`src/rtl/pipe_ctrl_pkg.sv`:
```
// Shared types and default constants for the pipeline control block.
package pipe_ctrl_pkg;

  typedef enum logic {
    RUN      = 1'b0,
    MUL_WAIT = 1'b1
  } state_e;

  localparam int unsigned DefAddrWidth  = 5;
  localparam int unsigned DefMulLatency = 4;
  localparam int unsigned DefCntWidth   = 16;

endpackage

```
`src/rtl/pipe_ctrl_hazard_detect.sv`:
```
// Combinational load-use hazard comparator between the ID and EX stages.
module hazard_detect
  import pipe_ctrl_pkg::*;
#(
  parameter int unsigned AddrWidth = DefAddrWidth
) (
  input  logic [AddrWidth-1:0] id_rs,
  input  logic [AddrWidth-1:0] id_rt,
  input  logic                 id_uses_rs,
  input  logic                 id_uses_rt,
  input  logic                 ex_memread,
  input  logic [AddrWidth-1:0] ex_rd,
  output logic                 load_use
);

  always_comb begin
    load_use = ex_memread && (ex_rd != '0) &&
               ((id_uses_rs && (id_rs == ex_rd)) ||
                (id_uses_rt && (id_rt == ex_rd)));
  end

endmodule

```
`src/rtl/pipe_ctrl.sv`:
```
// Pipeline control: load-use stalls, branch flushes, multiply freezes,
// memory holds and a saturating stall-cycle counter.
module pipe_ctrl
  import pipe_ctrl_pkg::*;
#(
  parameter int unsigned AddrWidth  = DefAddrWidth,
  parameter int unsigned MulLatency = DefMulLatency,
  parameter int unsigned CntWidth   = DefCntWidth
) (
  input  logic                 clock,
  input  logic                 reset,
  input  logic [AddrWidth-1:0] id_rs,
  input  logic [AddrWidth-1:0] id_rt,
  input  logic                 id_uses_rs,
  input  logic                 id_uses_rt,
  input  logic                 ex_memread,
  input  logic [AddrWidth-1:0] ex_rd,
  input  logic                 ex_branch_taken,
  input  logic                 ex_is_mul,
  input  logic                 mem_hold,
  output logic                 load_pc,
  output logic                 load_ifid,
  output logic                 load_idex,
  output logic                 load_exmem,
  output logic                 load_memwb,
  output logic                 clear_ifid,
  output logic                 clear_idex,
  output logic                 clear_exmem,
  output logic                 clear_memwb,
  output logic                 mul_busy,
  output logic [CntWidth-1:0]  stall_cycles
);

  localparam int unsigned CntBits = $clog2(MulLatency);
  localparam logic [CntBits-1:0] MulReload = CntBits'(MulLatency - 2);

  state_e              state_q, state_d;
  logic [CntBits-1:0]  cnt_q, cnt_d;
  logic [CntWidth-1:0] stall_q, stall_d;
  logic                load_use;

  hazard_detect #(
    .AddrWidth(AddrWidth)
  ) u_hazard_detect (
    .id_rs      (id_rs),
    .id_rt      (id_rt),
    .id_uses_rs (id_uses_rs),
    .id_uses_rt (id_uses_rt),
    .ex_memread (ex_memread),
    .ex_rd      (ex_rd),
    .load_use   (load_use)
  );

  always_ff @(posedge clock or posedge reset) begin
    if (reset) begin
      state_q <= RUN;
      cnt_q   <= '0;
      stall_q <= '0;
    end else begin
      state_q <= state_d;
      cnt_q   <= cnt_d;
      stall_q <= stall_d;
    end
  end

  // Priority chain: reset, mem_hold, multiply freeze, branch, load-use.
  always_comb begin
    state_d     = state_q;
    cnt_d       = cnt_q;
    load_pc     = 1'b1;
    load_ifid   = 1'b1;
    load_idex   = 1'b1;
    load_exmem  = 1'b1;
    load_memwb  = 1'b1;
    clear_ifid  = 1'b0;
    clear_idex  = 1'b0;
    clear_exmem = 1'b0;
    clear_memwb = 1'b0;

    if (reset) begin
      {load_pc, load_ifid, load_idex, load_exmem, load_memwb} = '0;
      {clear_ifid, clear_idex, clear_exmem, clear_memwb}      = '1;
    end else if (mem_hold) begin
      {load_pc, load_ifid, load_idex, load_exmem, load_memwb} = '0;
    end else if (state_q == MUL_WAIT) begin
      if (cnt_q != '0) begin
        {load_pc, load_ifid, load_idex} = '0;
        clear_exmem = 1'b1;
        cnt_d       = cnt_q - CntBits'(1);
      end else begin
        state_d = RUN;
      end
    end else if (ex_is_mul) begin
      {load_pc, load_ifid, load_idex} = '0;
      clear_exmem = 1'b1;
      state_d     = MUL_WAIT;
      cnt_d       = MulReload;
    end else if (ex_branch_taken) begin
      clear_ifid = 1'b1;
      clear_idex = 1'b1;
    end else if (load_use) begin
      load_pc    = 1'b0;
      load_ifid  = 1'b0;
      clear_idex = 1'b1;
    end
  end

  always_comb begin
    stall_d = stall_q;
    if (!mem_hold && !load_pc && (stall_q != '1)) begin
      stall_d = stall_q + CntWidth'(1);
    end
  end

  assign mul_busy     = (state_q == MUL_WAIT);
  assign stall_cycles = stall_q;

endmodule

```
`config.mk`:
```
export PLATFORM = sky130hd
export DESIGN_NAME = pipe_ctrl
export DESIGN_NICKNAME = d
export VERILOG_FILES = /design/src/rtl/pipe_ctrl_pkg.sv /design/src/rtl/pipe_ctrl_hazard_detect.sv /design/src/rtl/pipe_ctrl.sv
export SDC_FILE = /design/constraint.sdc
export NUM_CORES = 1
export LEC_CHECK = 0
export ABC_CLOCK_PERIOD_IN_PS = 3200
export BUFFER_PORTS_ARGS = -buffer_cell sky130_fd_sc_hd__buf_2
export CAP_MARGIN = 0
export CELL_PAD_IN_SITES_DETAIL_PLACEMENT = 1
export CELL_PAD_IN_SITES_GLOBAL_PLACEMENT = 1
export CORE_ASPECT_RATIO = 0.7
export CORE_MARGIN = 10
export CORE_UTILIZATION = 25
export CTS_BUF_LIST = sky130_fd_sc_hd__clkbuf_8 sky130_fd_sc_hd__clkbuf_16
export DETAILED_ROUTE_END_ITERATION = 8
export PLACE_DENSITY = 0.71
export SLEW_MARGIN = 20
export SYNTH_ARGS = -nofsm -noshare
export SYNTH_HDL_FRONTEND = slang
export SYNTH_SLANG_ARGS = --single-unit
export TNS_END_PERCENT = 5
```
`constraint.sdc`:
```
create_clock -name clock -period 3.2 [get_ports clock]
set_input_delay 0.32 -clock clock [delete_from_list [all_inputs] [get_ports clock]]
set_output_delay 0.32 -clock clock [all_outputs]
set_load 0.1 [all_outputs]
```
**After elaboration in Yosys (flattened, before gate mapping)**

Index checks and enable logic that the tools add are counted.

- Bits in registers: 19
- Output and inout port bits: 26
- Logic and storage cells: 58

- Add/sub/neg operators: 2
- Eq/ne operators: 4
- Mux-type cells: 33
- Bitwise operators: 2
- Reduce and logical (&&, ||, !) cells: 14

Operator list:

| cell | number |
|---|---|
| 2-to-1 mux 1 bit | 30 |
| adder 16 x 1 -> 16 bit (second input constant) | 1 |
| != test 16 bit (second input constant) | 1 |
| equality test 5 bit | 2 |
| logical AND 1 bit | 6 |
| 2-to-1 mux 2 bit | 3 |
| nonzero test 5 bit | 1 |
| AND reduction 4 bit | 1 |
| nonzero test 2 bit | 2 |
| zero test 1 bit | 2 |
| != test 2 x 1 -> 1 bit (second input constant) | 1 |
| NOT 1 bit | 2 |
| AND reduction 2 bit | 1 |
| subtractor 2 x 1 -> 2 bit (second input constant) | 1 |
| logical OR 1 bit | 1 |

**Logic depth before layout (Yosys ltp)**

Gate-level depths: netlist of the first run.

- Depth in word-level cells: 13
- Mapped depth: 11
- Depth with buffers taken out: 10

**Cells and area by module**

From an unflattened synthesis of the first run, not the netlist that was laid out.

- Cell total of the unflattened synthesis: 124
- Area, all modules: 1,258.7 µm²

Modules (own cells, without submodules):

| module | instances | cells an instance | area each (µm²) |
|---|---|---|---|
| pipe_ctrl | 1 | 107 | 1,124.8 |
| hazard_detect | 1 | 17 | 133.9 |

**Worst setup path before layout of the first run**

OpenSTA, ideal clock, no wires.

- Kind: input -> output
- From: in mem_hold
- To: out load_pc
- Data arrival time: 4.075 ns
- Required time: 2.880 ns
- Setup slack: -1.195 ns
- Cell stages on the path: 4
- Path buffers: 1
- Path through: nor2_1 -> nand2_1 -> a31oi_1 -> buf_4

- Word-level cells in the longest chain between the ends: 2

RTL lines:

| what | line | text |
|---|---|---|
| from (decl) | pipe_ctrl.sv:20 | `input logic mem_hold,` |
| 2-to-1 mux 1 bit (2 in series) | n/a |  |
| to (decl) | pipe_ctrl.sv:21 | `output logic load_pc,` |

Every way passes these cells.

**Final worst setup path of the first run**

- From: reg stall_q[0] (netlist: stall_cycles[0])
- To: reg stall_q[1] (netlist: stall_cycles[1])

- Word-level cells in the longest chain between the ends: 2
- Elaborated cells between the ends (all ways): 3
- Classes of those cells: add/sub (1); eq/ne (1); reduce/logical (1)

RTL lines:

| what | line | text |
|---|---|---|
| from (decl) | pipe_ctrl.sv:39 | `logic [CntWidth-1:0] stall_q, stall_d;` |
| from (signal assigned) | pipe_ctrl.sv:62 | `stall_q <= stall_d;` |
| branches (longest 2 deep; another with adder 16 x 1 -> 16 bit) | n/a |  |

Several ways; the timed one is not identified.
A chain may end at the register's enable or synchronous reset.

==> flow_summary.yaml, run 1 <==
placed_design:
  place_hpwl_mm: 2.92
  io_buffers: 48
  dp.cells: 221
  post-place-ws_ps: 675
  gp_congestion: 0.755
global_routing:
  grt_util_all_layers: 0.0885
  gr-total-overflow: 0
  antenna_found_initial: 0
  grt_pass1_vias: 1015
  grt_max_degree: 17
  grt_pass1_wl_mm: 5.53
sta:
  tightestPinTransition_ps: 512
  finClkSkew_ps: 1.27
  period_minus_slack_ps: 2510
  clock.fmax_ghz: 0.399
  final_max_slew_viol_count: 0
  setup_ws_ps: 693
  period_share: 0.783
  rsz0062_at_grt: "false"
  hold_slack_ps: 76.4
  setup_viol: 0
  max-slew-margin-rel: 0.661
  tns_ps: 0
  hold_viol: 0
finish:
  postLayoutCoreUtil: 0.339
  syn_to_final_growth_pct: 29.7
  finalNetCount: 196
  diodes: 0
  nFillCells: 540
  final_cells: 225
  layout-drive-gt1-share: 0.341
clock_network:
  cts_buffer_depth: 2
  htree_levels: 1
  cts_resized: 0
  numCtsBuffers: 3
  root_buffer: "clkbuf_8"
  insertion_delay_ps: 260
  cts_tree: "yes"
  postCtsHoldBufs: 0
  clock-sinks: 19
  cts.clk_slew.worst_paths_ps: 70
  post_cts_buffers: 0
yosys:
  ys_top_cells_by_area: "dfrtp_1, xnor2_1, xor2_1"
  yosysWarnings: 0
  syn-num-nets: 146
  ys_ff_latch: 19
  ys_types: 25
  ys_seq_area_frac: 0.418
  netlist_instances: 121
  synth.avg_cell_area_um2: 9.40
  netlist.area_leader.share: 0.418
  yosysTopAreaCell: "dfrtp_1"
  syn_area_um2: 1140
route:
  viasPerCell: 4.56
  firstDrtPassIters: 4
  wl_per_cell_um: 15.3
  antenna_left: 0
  drt_iter0_drc: 60
  drt-total-wl_mm: 3.44
  vias: 1025
  drc: 0
die:
  die_w_um: 101
  die_y_um: 76.4
  pin_count: 49
  initial_core_util: 0.261
  core_um2: 4350
  rows: 20
  die_area_um2: 7690
power_and_ir_drop:
  vdd_drop_max_v: 0.000575
  p_leak_nw: 0.687
  power_density_nw_per_um2: 1070
setup_path:
  slowest_delay_ps: 460
  worstSetupPathType: "reg2reg"
  path_cells: "ha_1 -> nand4_1 -> nor4_1 -> and4bb_4 -> a21oi_4 -> mux2_1"
  r2r-start: "stall_cycles[0]"
  end_kind: "register"
  critPathMaxFanout: 16
  crit_start: "stall_cycles[0]"
  worstPathRequired_ps: 3340
  critPathLaunchType: "register"
  cpMaxStageDelayCell: "nor4_1"
  cp_data_arrival_time_ps: 2650
worst_hold_path:
  hold_path.class: "in2async"
status:
  status: "complete, no violations"
flow_run:
  drv_cap: 0
cell type report:
type | count | area (um2) | area share
Inverter | 8 | 30.0 | 0.0204
Clock buffer | 3 | 41.3 | 0.0280
Sequential cell | 19 | 475 | 0.322
Clock inverter | 1 | 5.00 | 0.00339
Multi-Input combinational cell | 90 | 607 | 0.411
Timing Repair Buffer | 49 | 248 | 0.168
Tap cell | 55 | 68.8 | 0.0466
Yosys cell counts (all sizes together):
master	n
inv	8
nand2	8
nand4	6
ha	2
a21oi	3
o21a	2
and3	1
nor3	8
xor2	12
a31oi	1
mux2	1
xnor2	13
and4bb	1
o21ai	4
nor2b	2
buf	4
nand3	7
nor2	10
o22ai	1
or4	1
dfrtp	19
a31o	1
nor4	6
flip-flops by register name, indices dropped and copies added (netlist names):
signal / cells
cnt_q: 2
mul_busy: 1
stall_cycles: 16
metal layers:
layer	wire (um)	global-route usage	vias to the layer above
li1	-	-	515
met1	1530	0.112	494
met2	1680	0.133	14
met3	193	0.0308	2
met4	44	0.0338	0
met5	0	0	-
power by group:
part / leakage (nW) / internal, mW / switching, mW
sequential: 0.223 / 0.324 / 0.0998
clock: 0.0255 / 0.0866 / 0.0825
combinational: 0.439 / 0.172 / 0.818
worst paths after layout:
check | slack, ps | end | cells after the start
hold reg to reg | 490 | stall_cycles[15] | 1
hold / removal | 80 | cnt_q[0] | 2
min in group clock | 400 | cnt_q[0] | 3
max in group asynchronous | 2620 | stall_cycles[1] | 3
setup reg to reg | 690 | stall_cycles[1] | 6
setup / recovery | 690 | stall_cycles[1] | 6
layout by cell type (no fill, tap or decap), drive strengths merged:
cell type and count:
nor3 8, and4bb 1, nand2 8, nand3 7, clkbuf 3, o21a 2
clkinv 1, a31oi 1, or4 1, nor4 6, xor2 12, buf 49
o21ai 4, dfrtp 19, nor2b 2, and3 1, ha 2, inv 8
nand4 6, xnor2 13, a31o 1, o22ai 1, mux2 1, nor2 10
a21oi 3
worst max-delay path, delay by kind of cell, from the launching register on:
kind | cells | cell delay (ps)
AND/OR/NAND/NOR | 3 | 1040
flip-flops | 1 | 400
AO/OA/AOI/OAI | 1 | 370
multiplexers | 1 | 360
adder cells (fa/ha/maj) | 1 | 210
metrics by stage:
stage               cell area (um2)  power, mW
floorplan                      1150       1.25
global placement               1430       1.42
detailed placement             1430       1.43
CTS                            1480       1.60
global route                   1480       1.67
finish                         1480       1.58
cells by family (layout without fill, tap and decap cells):
family	count (synthesis)	count (layout)	synth area share
AND/OR/NAND/NOR	50	50	0.229
AO/OA/AOI/OAI	12	12	0.0726
XOR/XNOR	25	25	0.193
flip-flops	19	19	0.418
multiplexers	1	1	0.00990
adder cells (fa/ha/maj)	2	2	0.0220
buffers and inverters	12	61	0.0561
Note: power is estimated with default switching activity, not from simulation.
==> run 2: changes to the inputs <==
--- a/config.mk
+++ b/config.mk
@@ -5,7 +5,7 @@
 export SDC_FILE = /design/constraint.sdc
 export NUM_CORES = 1
 export LEC_CHECK = 0
-export ABC_CLOCK_PERIOD_IN_PS = 3200
+export ABC_CLOCK_PERIOD_IN_PS = 2200
 export BUFFER_PORTS_ARGS = -buffer_cell sky130_fd_sc_hd__buf_2
 export CAP_MARGIN = 0
 export CELL_PAD_IN_SITES_DETAIL_PLACEMENT = 1
@@ -15,7 +15,7 @@
 export CORE_UTILIZATION = 25
 export CTS_BUF_LIST = sky130_fd_sc_hd__clkbuf_8 sky130_fd_sc_hd__clkbuf_16
 export DETAILED_ROUTE_END_ITERATION = 8
-export PLACE_DENSITY = 0.71
+export PLACE_DENSITY = 0.73
 export SLEW_MARGIN = 20
 export SYNTH_ARGS = -nofsm -noshare
 export SYNTH_HDL_FRONTEND = slang
==> constraint.sdc (replaced) <==
create_clock -name clock -period 2.2 [get_ports clock]
set_input_delay 0.22 -clock clock [delete_from_list [all_inputs] [get_ports clock]]
set_output_delay 0.22 -clock clock [all_outputs]
set_load 0.1 [all_outputs]
==> flow_summary.yaml, run 2 (same netlist as run 1, synthesis figures left out) <==
setup_path:
  cp_data_arrival_time_ps: 1870
  worstSetupPathType: "reg2out"
  slowest_delay_ps: 430
  r2r_cells: 7
  critPathLaunchType: "register"
  path_cells: "inv_1 -> ha_1 -> inv_1 -> a21oi_1 -> nand2_2 -> clkinvlp_4 -> buf_2"
  path_depth: 7
  cp_top_family: "buffers and inverters"
  cp_num_buf_inv: 4
  worstPathRequired_ps: 1980
  end_kind: "primary output"
  cpMaxStageDelayCell: "buf_2"
  cpMostUsedCell: "inv_1"
  critPathMaxFanout: 4
sta:
  setup_ws_ps: 111
  max-slew-margin-rel: 0.649
  hold_viol: 0
  tns_ps: 0
  period_share: 0.949
  clock.fmax_ghz: 0.479
  tightestPinTransition_ps: 527
  rsz0062_at_grt: "true"
  period_minus_slack_ps: 2090
  hold_slack_ps: 90.9
  setup_viol: 0
  final_max_slew_viol_count: 0
  finClkSkew_ps: 1.93
finish:
  postLayoutCoreUtil: 0.381
  postLayoutCellArea_um2: 1660
  nFillCells: 527
  diodes: 0
  final_cells: 229
  layout-drive-gt1-share: 0.489
  final_cell_mix: "buf_2, dfrtp_2, xnor2_1, xor2_1, nor2_1"
  finalNetCount: 200
  final_common_cell: "buf_2"
  largest_reg_flops: 16
  syn_to_final_growth_pct: 45.9
route:
  drt-total-wl_mm: 3.50
  drt_iter0_drc: 28
  wl_per_cell_um: 15.3
  viasPerCell: 4.68
  drc: 0
  antenna_left: 0
  vias: 1071
  firstDrtPassIters: 4
global_routing:
  gr-total-overflow: 0
  grt_pass1_vias: 1097
  antenna_found_initial: 0
  grt_util_all_layers: 0.0915
  grt_pass1_wl_mm: 5.81
  grt_max_degree: 20
clock_network:
  cts.clk_slew.worst_paths_ps: 70
  cts_buffer_depth: 2
  root_buffer: "clkbuf_8"
  cts_resized: 0
  postCtsHoldBufs: 0
  numCtsBuffers: 3
  insertion_delay_ps: 250
  clock-sinks: 19
  cts_tree: "yes"
  htree_levels: 1
  post_cts_buffers: 0
placed_design:
  dp.cells: 225
  place_hpwl_mm: 3.00
  io_buffers: 48
  post-place-ws_ps: 129
  dpl_cell_area_um2: 1610
  gp_congestion: 0.778
die:
  core_um2: 4350
  die_area_um2: 7690
  die_w_um: 101
  initial_core_util: 0.261
  rows: 20
  pin_count: 49
  die_y_um: 76.4
power_and_ir_drop:
  p_total_mw: 2.43
  p_leak_nw: 0.717
  power_density_nw_per_um2: 1460
  vdd_drop_max_v: 0.000738
status:
  status: "complete, no violations"
worst_hold_path:
  hold_path.class: "in2async"
flow_run:
  drv_cap: 0
==> run 2: power breakdown <==
| group | switching (mW) | leakage (nW) | internal [mW] | total (mW) |
|---|---|---|---|---|
| clock network | 0.110 | 0.0269 | 0.124 | 0.234 |
| logic | 1.22 | 0.484 | 0.312 | 1.53 |
| registers | 0.161 | 0.206 | 0.506 | 0.667 |
==> run 2: layout make-up <==
| type | instances | area [um2] | share of cell area |
|---|---|---|---|
| Sequential cell | 19 | 504 | 0.304 |
| Clock inverter | 1 | 3.75 | 0.00226 |
| Clock buffer | 3 | 41.3 | 0.0249 |
| Multi-Input combinational cell | 90 | 672 | 0.405 |
| Inverter | 8 | 33.8 | 0.0204 |
| Timing Repair Buffer | 53 | 335 | 0.202 |
| Tap cell | 55 | 68.8 | 0.0415 |
==> run 2: path summary, 6_finish.rpt <==
path,start,slack (ps),to
worst max register to register,stall_cycles[7],160,stall_cycles[9]
worst max-delay path,cnt_q[0],110,load_idex
min in group clock,ex_is_mul,310,cnt_q[0]
max in group asynchronous,reset,1880,stall_cycles[0]
worst min-delay path,reset,90,stall_cycles[15]
worst min register to register,stall_cycles[15],480,stall_cycles[15]
==> run 2: worst min-delay path, stage by stage <==
cell and delay [ps]:
buf_2 130, inv_1 90, buf_4 280
==> run 2: layer usage <==
layer,GRT usage,routed length [um],up-vias,part of all wire
li1,-,-,524,-
met1,0.131,1750,527,0.50
met2,0.125,1540,18,0.44
met3,0.0290,169,2,0.048
met4,0.0254,38,0,0.011
met5,0,0,-,0
